<file path="config.mk">
export PLATFORM = sky130hd
export DESIGN_NAME = multi_alarm_trigger_flat
export DESIGN_NICKNAME = d
export VERILOG_FILES = /design/src/rtl/multi_alarm_trigger_pkg.sv /design/src/rtl/multi_alarm_trigger_if.sv /design/src/rtl/multi_alarm_trigger_channel.sv /design/src/rtl/multi_alarm_trigger.sv /design/src/flat_wrapper.sv
export SDC_FILE = /design/constraint.sdc
export NUM_CORES = 1
export LEC_CHECK = 0
export CAP_MARGIN = 40
export CORE_AREA = 2 2 103 105
export DETAILED_ROUTE_END_ITERATION = 16
export DIE_AREA = 0 0 105 107
export PLACE_DENSITY = 0.75
export SLEW_MARGIN = 25
export SYNTH_ARGS = -nofsm -noshare
export SYNTH_HDL_FRONTEND = slang
export SYNTH_SLANG_ARGS = --single-unit
</file>
<file path="constraint.sdc">
create_clock -name clk5MHz -period 3.4 [get_ports clk5MHz]
set_clock_uncertainty 0.1 [all_clocks]
set_input_delay 0.68 -clock clk5MHz [delete_from_list [all_inputs] [get_ports clk5MHz]]
set_output_delay 0.68 -clock clk5MHz [all_outputs]
set_load 0.005 [all_outputs]
</file>
<file path="src/rtl/multi_alarm_trigger_pkg.sv">
// Shared types and default constants for the multi-channel alarm trigger.
// The snooze feature is built only when MULTI_ALARM_SNOOZE_EN is defined.
package multi_alarm_trigger_pkg;

   typedef enum logic [1:0] {
      ST_IDLE     = 2'd0,
      ST_RINGING  = 2'd1,
      ST_SNOOZING = 2'd2
   } chan_state_e;

   localparam int unsigned DEF_NUM_ALARMS       = 4;
   localparam int unsigned DEF_IDX_W            = 2;
   localparam int unsigned DEF_TIME_W           = 6;
   localparam int unsigned DEF_SNOOZE_MIN       = 5;
   localparam int unsigned DEF_RING_TIMEOUT_MIN = 10;
   localparam int unsigned DEF_MAX_SNOOZES      = 3;

   // Minute counters cover the 1..63 range of both timeouts.
   localparam int unsigned CNT_W  = 6;
   localparam int unsigned USED_W = 8;

endpackage

</file>
<file path="src/rtl/multi_alarm_trigger_if.sv">
// Clock-time, alarm-table write, user-button and status bundle of the alarm trigger.
interface multi_alarm_trigger_if
   import multi_alarm_trigger_pkg::*;
#(
   parameter int unsigned NUM_ALARMS = DEF_NUM_ALARMS,
   parameter int unsigned IDX_W      = DEF_IDX_W,
   parameter int unsigned TIME_W     = DEF_TIME_W
);
   logic                  pulse1min;
   logic [TIME_W-1:0]     clockMinutes;
   logic [TIME_W-1:0]     clockHours;
   logic                  wr_en;
   logic [IDX_W-1:0]      wr_idx;
   logic [TIME_W-1:0]     wr_minutes;
   logic [TIME_W-1:0]     wr_hours;
   logic                  wr_enable;
   logic                  snooze;
   logic                  dismiss;
   logic                  alarmOn;
   logic [NUM_ALARMS-1:0] ringMask;
   logic [NUM_ALARMS-1:0] snoozeMask;
   logic [NUM_ALARMS-1:0] missedMask;

   modport master (
      output pulse1min, clockMinutes, clockHours,
      output wr_en, wr_idx, wr_minutes, wr_hours, wr_enable,
      output snooze, dismiss,
      input  alarmOn, ringMask, snoozeMask, missedMask
   );

   modport slave (
      input  pulse1min, clockMinutes, clockHours,
      input  wr_en, wr_idx, wr_minutes, wr_hours, wr_enable,
      input  snooze, dismiss,
      output alarmOn, ringMask, snoozeMask, missedMask
   );
endinterface

</file>
<file path="src/rtl/multi_alarm_trigger_channel.sv">
// One alarm channel: programmed time, edge-detected match and ring/snooze/timeout FSM.
// Snooze timer and snooze count exist only when MULTI_ALARM_SNOOZE_EN is defined.
module multi_alarm_trigger_channel
   import multi_alarm_trigger_pkg::*;
#(
   parameter int unsigned TIME_W           = DEF_TIME_W,
   parameter int unsigned SNOOZE_MIN       = DEF_SNOOZE_MIN,
   parameter int unsigned RING_TIMEOUT_MIN = DEF_RING_TIMEOUT_MIN,
   parameter int unsigned MAX_SNOOZES      = DEF_MAX_SNOOZES
) (
   input  logic              clk,
   input  logic              rst,
   input  logic              i_pulse,
   input  logic [TIME_W-1:0] i_clk_min,
   input  logic [TIME_W-1:0] i_clk_hr,
   input  logic              i_wr,
   input  logic [TIME_W-1:0] i_wr_min,
   input  logic [TIME_W-1:0] i_wr_hr,
   input  logic              i_wr_arm,
   input  logic              i_snooze,
   input  logic              i_dismiss,
   output logic              o_ringing_c,
   output logic              o_ring,
   output logic              o_snz,
   output logic              o_missed
);
   chan_state_e       r_state;
   logic [TIME_W-1:0] r_alarm_min;
   logic [TIME_W-1:0] r_alarm_hr;
   logic              r_armed;
   logic              r_match_q;
   logic [CNT_W-1:0]  r_ring_cnt;
   logic              r_missed;
   logic              r_ring;
   logic              r_missed_o;

   logic w_match;
   logic w_trigger;
   logic w_wr_match;
   logic w_end_ring;
   logic w_snz_go;
   logic w_snz_done;

   assign w_match    = r_armed && (r_alarm_hr == i_clk_hr) && (r_alarm_min == i_clk_min);
   assign w_trigger  = w_match && !r_match_q;
   assign w_wr_match = i_wr_arm && (i_wr_hr == i_clk_hr) && (i_wr_min == i_clk_min);

`ifdef MULTI_ALARM_SNOOZE_EN
   logic [CNT_W-1:0]  r_snz_tmr;
   logic [USED_W-1:0] r_snz_used;
   logic              r_snz;

   // A snooze beyond the allowance behaves like dismiss.
   assign w_end_ring = i_dismiss || (i_snooze && (r_snz_used == USED_W'(MAX_SNOOZES)));
   assign w_snz_go   = (r_state == ST_RINGING) && i_snooze && !w_end_ring;
   assign w_snz_done = (r_state == ST_SNOOZING) && i_pulse && (r_snz_tmr == CNT_W'(1));

   always_ff @(posedge clk or posedge rst) begin
      if (rst) begin
         r_snz_tmr  <= '0;
         r_snz_used <= '0;
         r_snz      <= 1'b0;
      end else begin
         r_snz <= (r_state == ST_SNOOZING);
         if (i_wr) begin
            r_snz_tmr  <= '0;
            r_snz_used <= '0;
         end else if ((r_state == ST_IDLE) && w_trigger) begin
            r_snz_used <= '0;
         end else if (w_snz_go) begin
            r_snz_tmr  <= CNT_W'(SNOOZE_MIN);
            r_snz_used <= r_snz_used + USED_W'(1);
         end else if ((r_state == ST_SNOOZING) && !i_dismiss && i_pulse && (r_snz_tmr != '0)) begin
            r_snz_tmr <= r_snz_tmr - CNT_W'(1);
         end
      end
   end

   assign o_snz = r_snz;
`else
   logic w_unused_cfg;

   assign w_end_ring   = i_dismiss;
   assign w_snz_go     = 1'b0;
   assign w_snz_done   = 1'b0;
   assign w_unused_cfg = ^{i_snooze, CNT_W'(SNOOZE_MIN), USED_W'(MAX_SNOOZES)};
   assign o_snz        = 1'b0;
`endif

   // Channel FSM; a table write overrides everything else in the same cycle.
   always_ff @(posedge clk or posedge rst) begin
      if (rst) begin
         r_state     <= ST_IDLE;
         r_alarm_min <= '0;
         r_alarm_hr  <= '0;
         r_armed     <= 1'b0;
         r_match_q   <= 1'b0;
         r_ring_cnt  <= '0;
         r_missed    <= 1'b0;
         r_ring      <= 1'b0;
         r_missed_o  <= 1'b0;
      end else begin
         r_ring     <= (r_state == ST_RINGING);
         r_missed_o <= r_missed;
         if (i_wr) begin
            r_alarm_min <= i_wr_min;
            r_alarm_hr  <= i_wr_hr;
            r_armed     <= i_wr_arm;
            r_state     <= ST_IDLE;
            r_ring_cnt  <= '0;
            r_missed    <= 1'b0;
            r_match_q   <= w_wr_match;
         end else begin
            r_match_q <= w_match;
            if (i_dismiss || w_trigger) begin
               r_missed <= 1'b0;
            end
            unique case (r_state)
               ST_IDLE: begin
                  if (w_trigger) begin
                     r_state    <= ST_RINGING;
                     r_ring_cnt <= '0;
                  end
               end
               ST_RINGING: begin
                  if (w_end_ring) begin
                     r_state <= ST_IDLE;
                  end else if (w_snz_go) begin
                     r_state <= ST_SNOOZING;
                  end else if (w_trigger) begin
                     r_ring_cnt <= '0;
                  end else if (i_pulse) begin
                     if (r_ring_cnt == CNT_W'(RING_TIMEOUT_MIN - 1)) begin
                        r_state  <= ST_IDLE;
                        r_missed <= 1'b1;
                     end else begin
                        r_ring_cnt <= r_ring_cnt + CNT_W'(1);
                     end
                  end
               end
               ST_SNOOZING: begin
                  if (i_dismiss) begin
                     r_state <= ST_IDLE;
                  end else if (w_snz_done) begin
                     r_state    <= ST_RINGING;
                     r_ring_cnt <= '0;
                  end
               end
               default: r_state <= ST_IDLE;
            endcase
         end
      end
   end

   assign o_ringing_c = (r_state == ST_RINGING);
   assign o_ring      = r_ring;
   assign o_missed    = r_missed_o;

endmodule

</file>
<file path="src/rtl/multi_alarm_trigger.sv">
// Multi-channel alarm trigger: alarm-table write decode, channel array and combined alarmOn.
// Snooze support is compiled in only when MULTI_ALARM_SNOOZE_EN is defined.
module multi_alarm_trigger
   import multi_alarm_trigger_pkg::*;
#(
   parameter int unsigned NUM_ALARMS       = DEF_NUM_ALARMS,
   parameter int unsigned IDX_W            = DEF_IDX_W,
   parameter int unsigned TIME_W           = DEF_TIME_W,
   parameter int unsigned SNOOZE_MIN       = DEF_SNOOZE_MIN,
   parameter int unsigned RING_TIMEOUT_MIN = DEF_RING_TIMEOUT_MIN,
   parameter int unsigned MAX_SNOOZES      = DEF_MAX_SNOOZES
) (
   input logic                    clk5MHz,
   input logic                    reset,
   multi_alarm_trigger_if.slave   bus
);
   logic [NUM_ALARMS-1:0] w_wr_hit;
   logic [NUM_ALARMS-1:0] w_ringing;
   logic [NUM_ALARMS-1:0] w_ring;
   logic [NUM_ALARMS-1:0] w_snz;
   logic [NUM_ALARMS-1:0] w_missed;
   logic                  r_alarm_on;

   // Out-of-range indices match no channel and are dropped.
   for (genvar g = 0; g < NUM_ALARMS; g++) begin : g_ch
      assign w_wr_hit[g] = bus.wr_en && (bus.wr_idx == IDX_W'(g));

      multi_alarm_trigger_channel #(
         .TIME_W           (TIME_W),
         .SNOOZE_MIN       (SNOOZE_MIN),
         .RING_TIMEOUT_MIN (RING_TIMEOUT_MIN),
         .MAX_SNOOZES      (MAX_SNOOZES)
      ) u_ch (
         .clk         (clk5MHz),
         .rst         (reset),
         .i_pulse     (bus.pulse1min),
         .i_clk_min   (bus.clockMinutes),
         .i_clk_hr    (bus.clockHours),
         .i_wr        (w_wr_hit[g]),
         .i_wr_min    (bus.wr_minutes),
         .i_wr_hr     (bus.wr_hours),
         .i_wr_arm    (bus.wr_enable),
         .i_snooze    (bus.snooze),
         .i_dismiss   (bus.dismiss),
         .o_ringing_c (w_ringing[g]),
         .o_ring      (w_ring[g]),
         .o_snz       (w_snz[g]),
         .o_missed    (w_missed[g])
      );
   end

   // Registered from channel state so it lines up with ringMask.
   always_ff @(posedge clk5MHz or posedge reset) begin
      if (reset) begin
         r_alarm_on <= 1'b0;
      end else begin
         r_alarm_on <= |w_ringing;
      end
   end

   assign bus.alarmOn    = r_alarm_on;
   assign bus.ringMask   = w_ring;
   assign bus.snoozeMask = w_snz;
   assign bus.missedMask = w_missed;

endmodule

</file>
<file path="src/flat_wrapper.sv">
// flat-port wrapper written by rule: the top's interface ports become plain ports
module multi_alarm_trigger_flat import multi_alarm_trigger_pkg::*;
#(
   parameter int unsigned NUM_ALARMS       = DEF_NUM_ALARMS,
   parameter int unsigned IDX_W            = DEF_IDX_W,
   parameter int unsigned TIME_W           = DEF_TIME_W,
   parameter int unsigned SNOOZE_MIN       = DEF_SNOOZE_MIN,
   parameter int unsigned RING_TIMEOUT_MIN = DEF_RING_TIMEOUT_MIN,
   parameter int unsigned MAX_SNOOZES      = DEF_MAX_SNOOZES
)
  (clk5MHz, reset, bus_pulse1min, bus_clockMinutes, bus_clockHours, bus_wr_en, bus_wr_idx, bus_wr_minutes, bus_wr_hours, bus_wr_enable, bus_snooze, bus_dismiss, bus_alarmOn, bus_ringMask, bus_snoozeMask, bus_missedMask);
  multi_alarm_trigger_if #(.NUM_ALARMS(NUM_ALARMS), .IDX_W(IDX_W), .TIME_W(TIME_W)) bus_i ();
  input logic clk5MHz;
  input logic reset;
  input wire logic [$bits(bus_i.pulse1min)-1:0] bus_pulse1min;
  input wire logic [$bits(bus_i.clockMinutes)-1:0] bus_clockMinutes;
  input wire logic [$bits(bus_i.clockHours)-1:0] bus_clockHours;
  input wire logic [$bits(bus_i.wr_en)-1:0] bus_wr_en;
  input wire logic [$bits(bus_i.wr_idx)-1:0] bus_wr_idx;
  input wire logic [$bits(bus_i.wr_minutes)-1:0] bus_wr_minutes;
  input wire logic [$bits(bus_i.wr_hours)-1:0] bus_wr_hours;
  input wire logic [$bits(bus_i.wr_enable)-1:0] bus_wr_enable;
  input wire logic [$bits(bus_i.snooze)-1:0] bus_snooze;
  input wire logic [$bits(bus_i.dismiss)-1:0] bus_dismiss;
  output wire logic [$bits(bus_i.alarmOn)-1:0] bus_alarmOn;
  output wire logic [$bits(bus_i.ringMask)-1:0] bus_ringMask;
  output wire logic [$bits(bus_i.snoozeMask)-1:0] bus_snoozeMask;
  output wire logic [$bits(bus_i.missedMask)-1:0] bus_missedMask;
  assign bus_i.pulse1min = bus_pulse1min;
  assign bus_i.clockMinutes = bus_clockMinutes;
  assign bus_i.clockHours = bus_clockHours;
  assign bus_i.wr_en = bus_wr_en;
  assign bus_i.wr_idx = bus_wr_idx;
  assign bus_i.wr_minutes = bus_wr_minutes;
  assign bus_i.wr_hours = bus_wr_hours;
  assign bus_i.wr_enable = bus_wr_enable;
  assign bus_i.snooze = bus_snooze;
  assign bus_i.dismiss = bus_dismiss;
  assign bus_alarmOn = bus_i.alarmOn;
  assign bus_ringMask = bus_i.ringMask;
  assign bus_snoozeMask = bus_i.snoozeMask;
  assign bus_missedMask = bus_i.missedMask;
  multi_alarm_trigger #(.NUM_ALARMS(NUM_ALARMS), .IDX_W(IDX_W), .TIME_W(TIME_W), .SNOOZE_MIN(SNOOZE_MIN), .RING_TIMEOUT_MIN(RING_TIMEOUT_MIN), .MAX_SNOOZES(MAX_SNOOZES)) u_core (.clk5MHz(clk5MHz), .reset(reset), .bus(bus_i));
endmodule
</file>
==> results.ini <==
[run_status]
outcome = finished, final reports clean

[sta]
hold_ws_ns = 0.291
slew_headroom = 0.579
fmax_mhz = 339
finalSetupViolCount = 0
rsz0062_at_grt = no
period_minus_slack_ns = 2.95
fin_crit_sh = 0.867
post-route-worst-setup-slack_ns = 0.451
fin_tns_setup_ns = 0
slew_violations = 0
tightestPinTransition_ns = 0.626
hold_viol_final = 0

[global_routing]
antenna_found_initial = 0
grt_pass1_wl_mm = 18.7
first_global_vias = 3798
grt_max_degree = 51
grt_usage = 0.211
grt_overflow = 0

[routing]
detail_route.wl_per_cell_um = 16.6
finalWirelength_mm = 11.5
vias = 3938
viasPerCell = 5.67
ant_nets = 0
dr.first_iter.drc_count = 263
first_pass_iters = 7
drcViolationCount = 0

[setup_path]
critPathMaxFanout = 6
r2r_start = u_core.g_ch[2].u_ch.r_alarm_min[1]
reg2reg_to = u_core.g_ch[2].u_ch.r_ring_cnt[5]
end_kind = flip-flop
cp-start-kind = input pin
rr_worst_depth = 5
rrSetupSlack_ns = 1.11
worst_ep_arrival_time_ns = 3.10
crit_required_ns = 3.55
worst-setup-path-type = in2reg

[cts]
htreeDepth = 3
cts_setup_buffers = 0
cts_hold_buf = 0
clk_path_buf_depth = 2
cts_root_buffer = clkbuf_8
cts.clk_slew.worst_paths_ns = 0.10
numCtsBuffers = 9
cts_tree = yes
cts_sinks = 97
clk_latency_ns = 0.36
cts_resized = 0

[die]
io_pins = 46
core_um2 = 10100
die_area_um2 = 11200
die_h_um = 107
die_width_um = 105
start_util = 0.514
row_count = 37

[cells_and_area]
drive_gt1_frac = 0.114
final_cells = 695
fin_nets = 595
final_common_cell = nand2_1
area_growth_pct = 11.6
num_antenna_cells = 0
final_cell_mix = nand2_1 (118), dfrtp_1 (97), xnor2_1 (45)
fillerInstances = 902
final_core_util = 0.573

[place]
port_buffers = 40
hpwl_mm = 8.44
place_ws_ns = 0.152
placed_cells = 679
gp_congestion = 0.850

[power_and_ir_drop]
leakage_uw = 0.00257
powerDensity_nw_per_um2 = 427
vdd.ir_drop.worst_uv = 303

[logic_synthesis]
synth_edf_count = 0
synthCells = 525
synth_top_area_cell = dfrtp_1
ys_seq_area_frac = 0.468
synth_seq_cells = 97
synth.distinct_cells = 58
syn_avg_cell_area_um2 = 9.88
netlist_area_um2 = 5190
async_reset_ff_frac = 1.00
synth_top_area_frac = 0.468
yosys_warnings = 0
ys_top_cells_by_area = dfrtp_1 (47%), nand2_1 (8.5%), xnor2_1 (7.6%)
synth_flop_cell = dfrtp_1

[hold_path]
holdPathEnd = u_core.g_ch[3].u_ch.o_missed
hp-start = u_core.g_ch[3].u_ch.r_missed
holdCritPathClass = reg2reg
holdPathStages = 0

[flow_run]
maxCapViolations = 0

-- synthesized netlist by cell type, drive strengths merged (2+ instances only) --
library cell / n
a21oi: 10
ha: 8
nor3b: 2
nand3b: 4
nor4b: 2
a21o: 3
o21ai: 20
or4: 4
and3: 6
or3: 4
mux2i: 3
nand2: 118
a31oi: 4
o22ai: 2
xnor2: 46
a211o: 4
nor4: 11
nand4: 15
xor2: 14
dfrtp: 97
inv: 7
nor3: 12
clkbuf: 11
and4b: 2
o41ai: 2
nor2: 22
o31ai: 2
nand2b: 4
nand3: 17
buf: 25
mux2: 27
a21boi: 2
-- stage by stage --
| step | cell area, um2 | total power [uW] |
|---|---|---|
| 2_1_floorplan | 5200 | 1680 |
| 3_3_place_gp | 5610 | 1790 |
| 3_5_place_dp | 5610 | 1810 |
| 4_1_cts | 5790 | 2490 |
| 5_1_grt | 5790 | 2590 |
| 6_report | 5790 | 2470 |
-- power by group --
| part | leakage, uW | internal (uW) | switching (uW) |
|---|---|---|---|
| Combinational | 0.00123 | 215 | 238 |
| Sequential | 0.00126 | 1260 | 79.1 |
| Clock | 0.0000801 | 272 | 407 |
-- state kept, by name (all words and copies together) (netlist names) --
| register | flops |
|---|---|
| u_core.g_ch.u_ch.r_alarm_hr | 24 |
| u_core.g_ch.u_ch.o_missed | 4 |
| u_core.g_ch.u_ch.r_state | 4 |
| u_core.g_ch.u_ch.r_ring_cnt | 24 |
| u_core.bus.alarmOn | 1 |
| u_core.g_ch.u_ch.r_match_q | 4 |
| u_core.g_ch.u_ch.r_armed | 4 |
| u_core.g_ch.u_ch.o_ring | 4 |
| u_core.g_ch.u_ch.r_missed | 4 |
| u_core.g_ch.u_ch.r_alarm_min | 24 |
-- cell type report --
| cell class | count | area, um2 | share of cell area |
|---|---|---|---|
| inverter | 7 | 28.8 | 0.00497 |
| tap | 136 | 170 | 0.0294 |
| clock inverter | 5 | 41.3 | 0.00714 |
| sequential | 97 | 2430 | 0.420 |
| clock buffer | 11 | 131 | 0.0227 |
| multi-input combinational | 388 | 2500 | 0.433 |
| timing repair buffer | 51 | 483 | 0.0835 |
-- layer usage --
| metal | track usage | part of all wire | up-vias |
|---|---|---|---|
| met4 | 0.0419 | 0.012 | 0 |
| li1 | - | - | 1841 |
| met5 | 0 | 0 | - |
| met1 | 0.286 | 0.46 | 1947 |
| met2 | 0.359 | 0.48 | 134 |
| met3 | 0.0389 | 0.055 | 16 |
-- worst max-delay path by stage --
stage	startpoint	to	slack [ns]	cells after the start
3_3_place_gp	bus_clockMinutes[1]	u_core.g_ch[2].u_ch.r_ring_cnt[5]	0.24	6
2_1_floorplan	reset	u_core.bus.alarmOn	0.09	1
6_report	bus_clockMinutes[1]	u_core.g_ch[2].u_ch.r_ring_cnt[5]	0.45	6
5_1_grt	bus_clockMinutes[1]	u_core.g_ch[2].u_ch.r_ring_cnt[3]	0.38	7
4_1_cts	bus_clockMinutes[1]	u_core.g_ch[2].u_ch.r_ring_cnt[5]	0.54	6
3_5_place_dp	bus_clockMinutes[1]	u_core.g_ch[2].u_ch.r_ring_cnt[5]	0.15	6
-- worst max-delay path, cell delays in order --
cell             delay, ns
clkdlybuf4s50_1       0.63
xor2_1                0.27
nor4_1                0.60
and4_1                0.39
o21ai_1               0.21
a211o_1               0.33
-- cells by family (layout without fill, tap and decap cells) --
family,Yosys count,count (layout),share of synthesized area
AOI/OAI and AO/OA,54,54,0.0709
and+or+nand+nor,232,232,0.221
DFF,97,97,0.468
adders and majority gates,8,8,0.0193
other,1,4,0.000723
buffers and inverters,43,74,0.0524
xor gates and xnor gates,60,60,0.103
muxes,30,30,0.0644
(Power assumes the default switching activity.)
